**config.mk**
```make
export PLATFORM = sky130hd
export DESIGN_NAME = sat_counter
export DESIGN_NICKNAME = d
export VERILOG_FILES = /design/src/rtl/sat_counter.sv
export SDC_FILE = /design/constraint.sdc
export NUM_CORES = 1
export LEC_CHECK = 0
export ABC_AREA = 0
export BUFFER_PORTS_ARGS = -buffer_cell sky130_fd_sc_hd__buf_4
export CAP_MARGIN = 20
export CORE_UTILIZATION = 40
export DETAILED_ROUTE_END_ITERATION = 7
export GPL_TIMING_DRIVEN = 0
export PLACE_DENSITY_LB_ADDON = 0.3
export SETUP_SLACK_MARGIN = 0.05
export SLEW_MARGIN = 20
export SYNTH_ARGS = -nofsm -noshare
export SYNTH_HDL_FRONTEND = slang
export SYNTH_SLANG_ARGS = --single-unit
```
**constraint.sdc**
```tcl
create_clock -name clk -period 1.6 [get_ports clk]
set_input_delay 0.16 -clock clk [delete_from_list [all_inputs] [get_ports clk]]
set_output_delay 0.16 -clock clk [all_outputs]
set_load 0.01 [all_outputs]
```
**src/rtl/sat_counter.sv**
```systemverilog
// Up-counter that sticks at its all-ones value instead of wrapping.
module sat_counter #(
  parameter int unsigned W = 16
) (
  input  logic         clk,
  input  logic         rst,
  input  logic         inc_i,
  output logic [W-1:0] q_o
);

  logic [W-1:0] q_q, q_d;

  always_comb begin
    q_d = q_q;
    if (inc_i && (q_q != {W{1'b1}})) q_d = q_q + W'(1);
  end

  always_ff @(posedge clk or posedge rst) begin
    if (rst) q_q <= '0;
    else     q_q <= q_d;
  end

  assign q_o = q_q;

endmodule

```
# After elaboration in Yosys (flattened, before gate mapping)
# Cells that the tools add are included.
# classes
n_div,0
addsub,1
muxes,0
n_bitwise,0
n_reduce_logical,1
n_lt_le_gt_ge,0
mul,0
shifts,0
eq_ne,1
# ops
operator,count
adder 16 x 1 -> 16 bit (second input constant),1
inequality test 16 bit (second input constant),1
logical AND 1 bit,1
# totals
inputBits,3
memories,0
ramBits,0
romBits,0
reg_bits,16
latchBits,0

# Logic depth before layout (Yosys ltp)
# depth
word_depth,2
mapped_depth,5
ltp_nobuf,5

# Worst setup path after synthesis
# Ideal clock, no wire load.
# synth_timing
kind,flip-flop to flip-flop
startpoint,register q_q[0] (netlist: q_o[0])
endpoint,register q_q[1] (netlist: q_o[1])
arrival_ns,1.440
synth_period_minus_slack_ns,1.565
setup_slack_ns,0.035
path_stages_with_launch,6
cell_sequence,dfrtp_1 > ha_1 > and3_1 > nand4_4 > nand2_2 > mux2_2
# synth_between
elab_chain_cells,2
elab_cells_between_ends,3
# synth_rtl
element,line_no,source
start: declaration,11,"logic [W-1:0] q_q, q_d;"
start signal: assignment,20,else q_q <= q_d;
branches (longest 2 deep; another with adder 16 x 1 -> 16 bit),-,
# Parallel ways; which one is timed is not known.
# A chain may end at the register's enable or synchronous reset.

# Worst setup path in the final report
# layout_timing
startpoint,register q_q[1] (netlist: q_o[1])
endpoint,register q_q[14] (netlist: q_o[14])
# Same word-level chain as after synthesis.

==> flow_summary.json <==
{
  "status": "finished clean",
  "cts_sinks": 16,
  "synth_fa_ha_area_share_pct": 1.55,
  "powerDensity_nw_per_um2": 1240,
  "synth_top_family_by_area": "simple AND/OR/NAND/NOR gates",
  "grt_pass1_wl_um": 2700,
  "end_kind": "flop",
  "setup_ws_ns": 0.132,
  "areaGrowthSynthToFinish_pct": 33.2,
  "cp_slowest_cell": "dfrtp_1",
  "path_clk_slew_ns": 0.09,
  "yosys.area_share.simple_pct": 30.1,
  "period_share_pct": 91.7,
  "critPathArrivalTime_ns": 1.65,
  "grt_util_all_layers_pct": 18.2,
  "netlist_instances": 71,
  "timing.setup.tns_ns": 0,
  "ys_top_cells_by_area": "dfrtp_1 50%, xnor2_1 12%, nand3_1 4.3%",
  "fill_cells": 171,
  "crit_path_start_kind": "flop",
  "cap_violations": 0,
  "cp_num_cells": 5,
  "clock_latency_ns": 0.29,
  "initial_utilization_pct": 44.7,
  "postRouteAntennaNets": 0,
  "hpwlAfterDp_um": 1140,
  "vdd_drop_max_uv": 912,
  "crit_buf_inv": 0,
  "skew_ns": 0.00118,
  "hold_path_class": "input pin to flop",
  "ys_ff_latch": 16,
  "cp_slowest_stage_delay_ns": 0.41,
  "crit_type": "flop to flop",
  "synth_nets": 75,
  "worst_pin_slew_ns": 0.595,
  "ff2ff_path_depth": 5,
  "synth_top_area_share_pct": 49.7,
  "die_area_um2": 2200,
  "required_ns": 1.78,
  "htreeDepth": 1,
  "vias": 641,
  "fin_util_pct": 59.6,
  "synth_top_cell_by_area": "dfrtp_1",
  "fp.dieW_um": 46.9,
  "io_pins": 19,
  "grt_max_degree": 17,
  "yosys-top-cells-count": "16 x dfrtp_1, 11 x xnor2_1, 7 x nand3_1, 6 x nand2_1, 5 x nand4_1",
  "grt_overflow": 0,
  "drt_iter0_drc": 12,
  "root_buffer": "clkbuf_4",
  "yosysMostFrequentCell": "dfrtp_1",
  "fin_nets": 103,
  "drive_gt1_share_pct": 47.4,
  "synth_edf_count": 0,
  "finalHoldViolCount": 0,
  "synth-main-ff-cell": "dfrtp_1",
  "largest_register_ffs": 16,
  "holdPathStages": 3,
  "cts_tree": "yes",
  "coreArea_um2": 1800,
  "first_global_vias": 619,
  "route.detailed.drc": 0,
  "drv_slew": 0,
  "numCtsBuffers": 3,
  "ys_types": 22,
  "yosysSeqAreaShare_pct": 49.7,
  "crit_fanout": 4,
  "syn-cell-area_um2": 806,
  "place_ws_ns": -0.0578,
  "finalInstanceArea_um2": 1070,
  "synth-xor-area-share_pct": 12.0,
  "antenna_found_initial": 0,
  "dr.pass1.iters": 2,
  "die_height_um": 46.9,
  "crit_chain": "ha_4 -> and4_4 -> nand3_2 -> nor2_2 -> mux2_2",
  "port_buffers": 18,
  "post_dp_cell_area_um2": 977,
  "wl_um": 1670,
  "min_period_ns": 1.47,
  "ys_async_sr_fraction_pct": 100,
  "fin_hold_ws_ns": 0.169,
  "avgSynthCellArea_um2": 11.3,
  "timing.slew.headroom_pct": 60.3,
  "critPathTopFamily": "simple AND/OR/NAND/NOR gates",
  "rsz0062_at_grt": "no",
  "yosysWarnings": 0,
  "wl_per_cell_um": 13.7,
  "fp-row-count": 15,
  "via_per_inst": 5.25,
  "place.gp.congestion": 0.658,
  "setup_viol": 0,
  "p_leak_nw": 0.492,
  "synth-compound-area-share_pct": 2.17,
  "cts_max_path_buffers": 2,
  "synthMuxAreaShare_pct": 4.04,
  "fmax_ghz": 0.681,
  "diodes": 0
}
[final timing paths]
path | slack (ns) | start | end
setup / recovery | 0.13 | q_o[1]$_DFFE_PP0P_ | q_o[14]$_DFFE_PP0P_
hold reg to reg | 0.53 | q_o[15]$_DFFE_PP0P_ | q_o[15]$_DFFE_PP0P_
min in group asynchronous | 0.49 | rst | q_o[13]$_DFFE_PP0P_
hold / removal | 0.17 | inc_i | q_o[0]$_DFFE_PP0P_
max in group asynchronous | 0.69 | rst | q_o[12]$_DFFE_PP0P_
setup reg to reg | 0.13 | q_o[1]$_DFFE_PP0P_ | q_o[14]$_DFFE_PP0P_
[metal layers]
| layer | share of wire (%) | vias up | GRT usage, % |
|---|---|---|---|
| met5 | 0 | - | 0 |
| met4 | 1.9 | 0 | 12.0 |
| met3 | 3.0 | 4 | 2.69 |
| met2 | 51 | 12 | 28.9 |
| met1 | 44 | 315 | 23.1 |
| li1 | - | 310 | - |
[cell type report]
class                   count  area [um^2]  share of cell area (%)
clock buffers               3         22.5                    2.10
inverters                   1         3.75                   0.350
multi-input cells          54          433                    40.3
flip-flops and latches     16          408                    38.0
well taps                  25         31.3                    2.91
repair buffers             23          175                    16.3
[through the flow]
stage                     instances  power (W)
final                           122    0.00133
after global routing            122    0.00142
after detailed placement        114    0.00104
after global placement          114    0.00102
after CTS                       120    0.00131
after floorplan                  71   0.000840
[power by group]
group / switching (W) / leakage, nW / internal (W)
logic: 0.000210 / 0.276 / 0.000270
clock network: 0.000130 / 0.0138 / 0.0000877
registers: 0.000137 / 0.202 / 0.000500
[cell families (layout without fill, tap and decap cells)]
group                    count (synthesis)  in the layout
AO/OA/AOI/OAI                            3              3
XOR/XNOR                                11             11
adder cells (fa/ha/maj)                  1              1
buffers and inverters                    1             27
flip-flops                              16             16
multiplexers                             3              3
AND/OR/NAND/NOR                         36             36
[worst reg2reg max path, stage by stage (launching register included)]
cell and delay (ns):
dfrtp_1 0.41, ha_4 0.16, and4_4 0.26, nand3_2 0.11, nor2_2 0.09, mux2_2 0.33
[layout by cell type, fill, tap and decap left out]
cell	instances
nand3_1	6
and4_4	2
a21oi_1	2
nand4_1	5
and4_2	2
inv_1	1
nor4_4	1
nor2_2	1
and3_2	1
nand2b_1	1
mux2_2	2
dfrtp_1	10
xnor2_1	11
buf_4	22
nand3_2	1
dlygate4sd3_1	1
and2_1	1
and3_1	3
nand2_1	6
o21a_1	1
dfrtp_2	6
nand2_2	1
clkbuf_4	3
nor2_1	2
and3_4	1
nand4_4	1
ha_4	1
nand4_2	1
mux2i_1	1
[timing repair]
item,in CTS,in global routing
resized for setup,4,11
setup endpoints to repair,2,2
hold buffers,1,0
pin swaps,1,2
hold endpoints to repair,16,0
buffers inserted,2,2
No activity file was read; power rests on OpenSTA's default activity.
